### src/rtl/spi_slave_regfile.sv
// rtl/spi_slave_regfile.sv - SPI mode-0 responder over a 32x8 register file with a local host port
// Optional feature macro: SPI_SLAVE_IRQ_EN (W1C status register and registered irq output).
module spi_slave_regfile #(
    parameter int         SYNC_STAGES = 2,
    parameter logic [4:0] STATUS_ADDR = 5'd25,
    parameter logic [4:0] IEN_ADDR    = 5'd26
) (
    input  logic       clk_clk,
    input  logic       reset_reset_n,
    input  logic       spi_sclk,
    input  logic       spi_mosi,
    input  logic       spi_ss_n,
    output logic       spi_miso,
    output logic       spi_miso_oe,
    input  logic [4:0] host_addr,
    input  logic       host_wr,
    input  logic [7:0] host_wdata,
    output logic [7:0] host_rdata,
    output logic       reg_wr_strobe,
    output logic [4:0] reg_wr_addr,
    output logic [7:0] reg_wr_data,
    output logic       irq
);

    typedef enum logic [1:0] {
        ST_IDLE,
        ST_CMD,
        ST_DATA
    } state_t;

    state_t r_state;
    state_t w_state_next;

    logic [SYNC_STAGES-1:0] r_sclk_sync;
    logic [SYNC_STAGES-1:0] r_mosi_sync;
    logic [SYNC_STAGES-1:0] r_ss_sync;
    logic                   r_sclk_d;
    logic                   r_ss_d;

    logic [7:0] r_regs [32];
    logic [7:0] r_rx_shift;
    logic [7:0] r_tx_shift;
    logic [2:0] r_bit_cnt;
    logic [4:0] r_addr;
    logic       r_dir;
    logic       r_oe;
    logic [7:0] r_host_rdata;
    logic       r_wr_strobe;
    logic [4:0] r_wr_addr;
    logic [7:0] r_wr_data;

    logic       w_sclk_s;
    logic       w_mosi_s;
    logic       w_ss_s;
    logic       w_active;
    logic       w_sclk_rise;
    logic       w_sclk_fall;
    logic       w_ss_fall;
    logic       w_ss_rise;
    logic       w_byte_done;
    logic       w_spi_wr;
    logic [7:0] w_rx_next;
    logic [7:0] w_tx_load;

    always_ff @(posedge clk_clk) begin
        if (!reset_reset_n) begin
            r_sclk_sync <= '0;
            r_mosi_sync <= '0;
            r_ss_sync   <= '1;
            r_sclk_d    <= 1'b0;
            r_ss_d      <= 1'b1;
        end else begin
            r_sclk_sync <= {r_sclk_sync[SYNC_STAGES-2:0], spi_sclk};
            r_mosi_sync <= {r_mosi_sync[SYNC_STAGES-2:0], spi_mosi};
            r_ss_sync   <= {r_ss_sync[SYNC_STAGES-2:0], spi_ss_n};
            r_sclk_d    <= w_sclk_s;
            r_ss_d      <= w_ss_s;
        end
    end

    assign w_sclk_s = r_sclk_sync[SYNC_STAGES-1];
    assign w_mosi_s = r_mosi_sync[SYNC_STAGES-1];
    assign w_ss_s   = r_ss_sync[SYNC_STAGES-1];

    // SCLK edges only count while a frame is open and select is still low
    assign w_active    = (r_state != ST_IDLE) && !w_ss_s;
    assign w_sclk_rise = w_active && w_sclk_s && !r_sclk_d;
    assign w_sclk_fall = w_active && !w_sclk_s && r_sclk_d;
    assign w_ss_fall   = !w_ss_s && r_ss_d;
    assign w_ss_rise   = w_ss_s && !r_ss_d;
    assign w_rx_next   = {r_rx_shift[6:0], w_mosi_s};
    assign w_byte_done = w_sclk_rise && (r_bit_cnt == 3'd7);
    assign w_spi_wr    = w_byte_done && (r_state == ST_DATA) && r_dir;
    assign w_tx_load   = (r_state == ST_CMD) ? r_regs[STATUS_ADDR] :
                         (r_dir ? 8'h00 : r_regs[r_addr]);

    always_ff @(posedge clk_clk) begin
        if (!reset_reset_n) begin
            r_state <= ST_IDLE;
        end else begin
            r_state <= w_state_next;
        end
    end

    always_comb begin
        w_state_next = r_state;
        case (r_state)
            ST_IDLE: if (w_ss_fall) w_state_next = ST_CMD;
            ST_CMD: begin
                if (w_ss_rise)        w_state_next = ST_IDLE;
                else if (w_byte_done) w_state_next = ST_DATA;
            end
            ST_DATA: if (w_ss_rise) w_state_next = ST_IDLE;
            default: w_state_next = ST_IDLE;
        endcase
    end

    always_ff @(posedge clk_clk) begin
        if (!reset_reset_n) begin
            r_rx_shift  <= 8'h00;
            r_tx_shift  <= 8'h00;
            r_bit_cnt   <= 3'd0;
            r_addr      <= 5'd0;
            r_dir       <= 1'b0;
            r_oe        <= 1'b0;
            r_wr_strobe <= 1'b0;
            r_wr_addr   <= 5'd0;
            r_wr_data   <= 8'h00;
        end else begin
            r_wr_strobe <= 1'b0;
            if (w_ss_rise) begin
                r_oe       <= 1'b0;
                r_tx_shift <= 8'h00;
                r_bit_cnt  <= 3'd0;
            end else if ((r_state == ST_IDLE) && w_ss_fall) begin
                r_oe       <= 1'b1;
                r_tx_shift <= r_regs[STATUS_ADDR];
                r_bit_cnt  <= 3'd0;
            end else begin
                if (w_sclk_rise) begin
                    r_rx_shift <= w_rx_next;
                    r_bit_cnt  <= r_bit_cnt + 3'd1;
                    if (w_byte_done && (r_state == ST_CMD)) begin
                        r_addr <= w_rx_next[7:3];
                        r_dir  <= w_rx_next[1];
                    end
                    if (w_spi_wr) begin
                        r_wr_strobe <= 1'b1;
                        r_wr_addr   <= r_addr;
                        r_wr_data   <= w_rx_next;
                    end
                end
                // Sampling the regfile at this fall makes same-frame writes visible to later reads
                if (w_sclk_fall) begin
                    if (r_bit_cnt == 3'd0) r_tx_shift <= w_tx_load;
                    else                   r_tx_shift <= {r_tx_shift[6:0], 1'b0};
                end
            end
        end
    end

`ifdef SPI_SLAVE_IRQ_EN
    logic [7:0] w_status_next;
    logic       w_status_hit;
    logic       r_irq;

    always_comb begin
        w_status_next = r_regs[STATUS_ADDR];
        if (w_spi_wr && (r_addr == STATUS_ADDR)) w_status_next = w_status_next & ~w_rx_next;
        if (host_wr && (host_addr == STATUS_ADDR)) w_status_next = w_status_next | host_wdata;
    end

    assign w_status_hit = (w_spi_wr && (r_addr == STATUS_ADDR)) ||
                          (host_wr && (host_addr == STATUS_ADDR));

    always_ff @(posedge clk_clk) begin
        if (!reset_reset_n) begin
            r_irq <= 1'b0;
        end else begin
            r_irq <= |(r_regs[STATUS_ADDR] & r_regs[IEN_ADDR]);
        end
    end

    assign irq = r_irq;
`else
    assign irq = 1'b0;
`endif

    // SPI write is ordered after the host write so it wins on an address collision
    always_ff @(posedge clk_clk) begin
        if (!reset_reset_n) begin
            for (int i = 0; i < 32; i++) r_regs[i] <= 8'h00;
            r_host_rdata <= 8'h00;
        end else begin
            r_host_rdata <= r_regs[host_addr];
            if (host_wr) r_regs[host_addr] <= host_wdata;
            if (w_spi_wr) r_regs[r_addr] <= w_rx_next;
`ifdef SPI_SLAVE_IRQ_EN
            if (w_status_hit) r_regs[STATUS_ADDR] <= w_status_next;
`endif
        end
    end

    assign spi_miso      = r_oe & r_tx_shift[7];
    assign spi_miso_oe   = r_oe;
    assign host_rdata    = r_host_rdata;
    assign reg_wr_strobe = r_wr_strobe;
    assign reg_wr_addr   = r_wr_addr;
    assign reg_wr_data   = r_wr_data;

endmodule

### config.mk
export PLATFORM = sky130hd
export DESIGN_NAME = spi_slave_regfile
export DESIGN_NICKNAME = d
export VERILOG_FILES = /design/src/rtl/spi_slave_regfile.sv
export SDC_FILE = /design/constraint.sdc
export NUM_CORES = 1
export LEC_CHECK = 0
export ABC_CLOCK_PERIOD_IN_PS = 4600
export BUFFER_PORTS_ARGS = -buffer_cell sky130_fd_sc_hd__buf_2
export CAP_MARGIN = 20
export CORE_MARGIN = 2
export CORE_UTILIZATION = 30
export CTS_BUF_LIST = sky130_fd_sc_hd__clkbuf_8
export CTS_CLUSTER_DIAMETER = 150
export DETAILED_ROUTE_END_ITERATION = 8
export GPL_TIMING_DRIVEN = 1
export PLACE_DENSITY = 0.47
export SYNTH_ARGS = -nofsm -noshare
export SYNTH_HDL_FRONTEND = slang
export SYNTH_SLANG_ARGS = --single-unit
### constraint.sdc
create_clock -name clk_clk -period 4.6 [get_ports clk_clk]
set_clock_uncertainty 0.2 [all_clocks]
set_input_delay 0.23 -clock clk_clk [delete_from_list [all_inputs] [get_ports clk_clk]]
set_output_delay 0.23 -clock clk_clk [all_outputs]
set_load 0.05 [all_outputs]
Yosys cells after proc, flatten, opt, wreduce, memory -nomap -nowiden
Memory sizes are Yosys's and may differ from the RTL's. A register that Yosys moved wholly into a read port is not among the register bits.
Cells that the tools add are included.
{"block": "totals", "word_cells": 83, "latch_bits": 0, "romBits": 0, "ram_bits": 256, "in_bits": 19, "register_bits": 49, "out_inout_bits": 25, "mem_count": 1}
{"name": "r_regs", "words": 32, "word_bits": 8, "rd": 3, "rd_ports_with_merged_regs": 2, "write_ports": 32, "line": "40", "rtl": "logic [7:0] r_regs [32];"}
{"block": "op_classes", "addsub": 1, "order_cmp": 0, "shift": 0, "bitwise_logic": 5, "n_eq_ne": 6, "div_mod_pow": 0, "multipliers": 0, "n_mux": 25, "n_reduce_logical": 30}
{"op": "$mux 8", "count": 7}
{"op": "$mux 5", "count": 4}
{"op": "$reduce_or 8->1", "count": 2}
{"op": "$logic_and 1x1->1", "count": 12}
{"op": "$mux 1", "count": 9}
{"op": "$mux 2", "count": 4}
{"op": "$reduce_and 4->1", "count": 2}
{"op": "$pmux 2 s3", "count": 1}
{"op": "$reduce_and 3->1", "count": 2}
{"op": "$logic_not 1->1", "count": 5}
{"op": "$ne 2x2->1 const B", "count": 2}
{"op": "$not 1->1", "count": 4}
{"op": "$reduce_bool 2->1", "count": 2}
{"op": "$reduce_or 4->1", "count": 1}
{"op": "$add 3x1->3 const B", "count": 1}
{"op": "$eq 3x3->1 const B", "count": 1}
{"op": "$logic_not 3->1", "count": 1}
{"op": "$ne 3x3->1 const B", "count": 1}
{"op": "$reduce_or 3->1", "count": 1}
{"op": "$eq 2x1->1 const B", "count": 1}
{"op": "$eq 2x2->1 const B", "count": 1}
{"op": "$logic_not 2->1", "count": 1}
{"op": "$reduce_or 2->1", "count": 1}
{"op": "$and 1x1->1", "count": 1}

Depth between registers and ports, before layout
{"block": "depth", "ltp_word": 12, "mapped_depth": 9, "depth_no_buf": 7}

Least setup slack after synthesis
OpenSTA, ideal clock, no wires.
{"block": "synth_path", "path_kind": "reg2reg", "startpoint": "register r_bit_cnt[0]", "endpoint": "memory r_regs[20][0], enable pin", "setup_slack_ns": 2.004, "n_path_buf": 3, "required_time_ns": 4.062, "t_arrival_ns": 2.058, "setup_time_ns": 0.338, "synth_period_minus_slack_ns": 2.596, "stages_incl_launch_ff": 9, "cell_sequence": "dfxtp_1 > ha_1 > ha_1 > clkbuf_1 > nand4_4 > or4b_1 > buf_2 > buf_6 > nand3b_1"}
{"element": "start, declared", "line": "43", "rtl": "logic [2:0] r_bit_cnt;"}
{"element": "start signal, assigned", "line": "142", "rtl": "r_bit_cnt <= r_bit_cnt + 3'd1;"}
{"element": "end, declared", "line": "40"}

==> results.txt <==
- The flow ran to the end, and the final reports show no timing, DRC or antenna violations.
- The initial antenna violation count came to 0.
- Overall via count from detail_route: between 10000 and 15000
* Mapped Cells: 1611
* Class of the tightest hold or removal check: input pin to flop
- The longest clock path from root to sink contains 3 buffers.
- During I/O placement, the number of pins put on the boundary was 44.
- The die covers 62000 um^2.
* Setup TNS Final: 0 ns
* Max H-tree Level: 2
- Of the total power, combinational logic draws about 8.4%.
- In this design, the stage delay of the slowest critical-path cell is ~0.92 ns.
- Global routing consumed, over all layers together, 22.8% of the routing resources.
* DRC Markers: 0
- DR vias/cell: between 6 and 7
* Fraction of power consumed by the clock network: roughly two fifths
* Cells taking the most area after synthesis: sky130_fd_sc_hd__edfxtp_1 43%, sky130_fd_sc_hd__mux4_2 14%, sky130_fd_sc_hd__o21ai_0 7.0%, sky130_fd_sc_hd__dfxtp_1 6.9%, sky130_fd_sc_hd__nand3_1 5.6%
- The max-slew violation count was 0.
- The worst setup path is captured at a flop.
- PortBufs: 42
* Clk Latency, worst-skew pair: roughly 0.67 ns
- Root buffer cell: sky130_fd_sc_hd__clkbuf_8
- Final routed wirelength across all metal layers: approximately 72000 um
* Gp weighted congestion: 0.904
* Overall die height: approximately 250 um
- The slowest stage of the critical path belongs to the cell sky130_fd_sc_hd__or4b_1.
- After clock tree synthesis, the clock-pin slew on the worst setup and hold paths is about 0.070 ns.
- Die Span X: 249 um
* Nets@finish: about 1600
- Leaving out fill and tap cells, the most frequent cells in the layout are 256 x sky130_fd_sc_hd__edfxtp_1, 253 x sky130_fd_sc_hd__o21ai_0, 202 x sky130_fd_sc_hd__nand3_1, 134 x sky130_fd_sc_hd__nand2_1, 109 x sky130_fd_sc_hd__mux4_2.
- The clock net in this run drives a total of 318 sinks.
- Cell-by-cell listing of the critical path: ha_1 > ha_1 > buf_4 > nand4_4 > or4b_1 > nand3b_1
- Count of nets left with antenna violations after detail routing: 0
* Hpwl dp: 46700 um
- The first global-routing pass estimated ~100000 um of wire.
- Summing every instance area after synthesis gives between 15000 and 20000 um^2.
* Detailed-router iteration count before antenna repair: 7
- The floorplan has 89 rows.
- Leakage power summed over all cells: roughly 0.0060 uW
- WS Path Type: flop to flop
* Startpoint type of the worst setup path: flop
- At the pin with the least slew margin, the transition time is about 1.2 ns.
* Area growth from synthesis to layout: 10.7%
- Post-synth net total: between 1500 and 2000
* Worst rel slew slack: 19.7%
* First DRT Iteration DRCs: approximately 1800
* CORE AREA: between 50000 and 60000 um^2
- 0 antenna diodes ended up in the layout.
* Setup repair after global routing missed its margin: no
* Async set-or-reset flop fraction in the synthesized netlist: 0%
- Count of maximum capacitance violations: 0
* Synthesized area divided by synthesized cell count: 11.2 um^2
- Sequential elements use around half of the synthesized area.
* Num CTS Buffers: 57
- Main synth FF type: sky130_fd_sc_hd__edfxtp_1
- For this design the ratio of total power to cell area is approximately 330 nW/um^2.
* Worst Path Arrival: 3.66 ns
- Timing would allow up to 281 MHz.
- TritonCTS clock tree: yes
- Power spent charging and discharging nets: 1740 uW
- Period utilization: 77.4%
- Count of unique library cells instantiated by Yosys: 60
* Maximum fanout along the worst path: 26
- Switching portion of total power: a little over a quarter
- Hold is met by 0.0370 ns.
- The post-route netlist has 18.9% of its cells at a drive strength greater than 1.
- Post-layout min period: about 3.6 ns
- Most frequent cell on the critical path: sky130_fd_sc_hd__ha_1
- Cell internal power was estimated by the tool at 4780 uW.
- Final setup viols: 0
- VDD sags by at most about 0.18 mV.
- Required time reported for the critical path endpoint: 4.70 ns
- Effective utilization at floorplan: a little under a third
- The final hold violation count was 0.
* Part of the total power dissipated in sequential elements: between 50 and 60%
* Yosys top cell area share: around 43%
* Total number of yosys warnings: 0
* Core utilization of the finished layout: between 30% and 40%
* Vias in the first global route: between 10000 and 15000
* Yosys reg bits: 318
* Gr ovfl total: 0
- In this run, synthesis inferred ~260 flip-flops with an integrated enable.
- Commonest non-fill, non-tap cell in the layout: sky130_fd_sc_hd__edfxtp_1
- Largest net degree at the start of global routing: 52
* Wire per inst: about 30 um
- The synthesized design spends more area on one cell type than any other, namely sky130_fd_sc_hd__edfxtp_1.
-- kinds of logic (layout without fill, tap and decap cells) --
group / after synthesis / after routing / share of synthesized area [%]
xor gates and xnor gates: 1 / 1 / 0.0487
AOI/OAI and AO/OA: 373 / 373 / 12.1
muxes: 181 / 181 / 17.8
and+or+nand+nor: 563 / 563 / 15.9
adders and majority gates: 3 / 3 / 0.209
buffers and inverters: 171 / 208 / 4.30
DFF: 318 / 318 / 49.6
other: 1 / 1 / 0.0208
-- critical path: cells and delay by family, from the launching register on --
kind,cells,cell delay [ns]
fa+ha+maj,2,0.32
buf+inv,1,0.41
flops,1,0.38
simple gates,3,1.86
-- layout make-up --
type                       count  area (um^2)
clock buffer                  65          895
clock inverter                41          191
fill                        5884        39200
inverter                      13         48.8
multi-input combinational   1122         8300
sequential                   318         8940
tap                          773          967
timing repair buffer          89          588
-- synthesized netlist by cell type, types with 7 or more instances --
master,number
sky130_fd_sc_hd__mux2i_1,51
sky130_fd_sc_hd__a22o_1,8
sky130_fd_sc_hd__mux2_2,21
sky130_fd_sc_hd__dfxtp_1,62
sky130_fd_sc_hd__nand2_1,134
sky130_fd_sc_hd__nand4_1,25
sky130_fd_sc_hd__buf_1,9
sky130_fd_sc_hd__edfxtp_1,256
sky130_fd_sc_hd__buf_2,45
sky130_fd_sc_hd__inv_1,13
sky130_fd_sc_hd__clkbuf_1,87
sky130_fd_sc_hd__nor2b_1,12
sky130_fd_sc_hd__o21ai_0,253
sky130_fd_sc_hd__a21oi_1,9
sky130_fd_sc_hd__nand3b_1,28
sky130_fd_sc_hd__mux4_2,109
sky130_fd_sc_hd__nand3_1,202
sky130_fd_sc_hd__buf_4,14
sky130_fd_sc_hd__nor3b_2,7
sky130_fd_sc_hd__or3_1,10
sky130_fd_sc_hd__and2_1,7
sky130_fd_sc_hd__nor2_1,88
sky130_fd_sc_hd__o22ai_1,14
sky130_fd_sc_hd__a31oi_1,9
sky130_fd_sc_hd__a221oi_1,23
sky130_fd_sc_hd__nand2b_1,17
sky130_fd_sc_hd__a22oi_1,27
-- path summary, 6_finish.rpt --
kind                  from  cells past startpoint             to  slack [ns]
max           r_bit_cnt[0]                      6  r_regs[20][0]        1.04
min          host_wdata[6]                      3  r_regs[24][6]        0.04
max reg2reg   r_bit_cnt[0]                      6  r_regs[20][0]        1.04
min reg2reg   r_ss_sync[0]                      1   r_ss_sync[1]        0.23
-- power groups by stage --
stage	logic (uW)	registers, uW	clock network (uW)
after floorplan	325	3370	0
after global placement	533	3410	0
after detailed placement	535	3420	0
after CTS	539	3360	2650
after global routing	567	3370	2750
final	550	3360	2600
-- registers in the layout (all words and copies together), names as in the netlist, 3 cells and up, named ones only --
| signal | cells |
|---|---|
| r_tx_shift | 8 |
| reg_wr_data | 8 |
| host_rdata | 8 |
| r_regs | 256 |
| r_bit_cnt | 3 |
| reg_wr_addr | 5 |
| r_addr | 5 |
| r_rx_shift | 7 |
-- metrics by stage --
step	std cells	setup WS [ns]	instance area (um^2)	power, uW
after floorplan	1611	2.00	18000	3690
after global placement	2307	0.713	18800	3950
after detailed placement	2310	1.09	18800	3950
after CTS	2419	1.09	19900	6550
after global routing	2421	0.917	19900	6680
final	2421	1.04	19900	6520
-- repair_timing --
item	CTS	global route
resized for setup	0	0
hold buffers	3	0
hold endpoints to repair	3	0
buffers inserted	0	0
-- routing by layer --
layer	track usage, %	vias up	part of all wire [%]
met4	10.9	0	4.8
met1	30.1	7280	40
met3	4.60	173	9.2
met5	0	-	0
met2	35.8	867	46
li1	-	6224	-
Power figures use the tool's default switching activity.
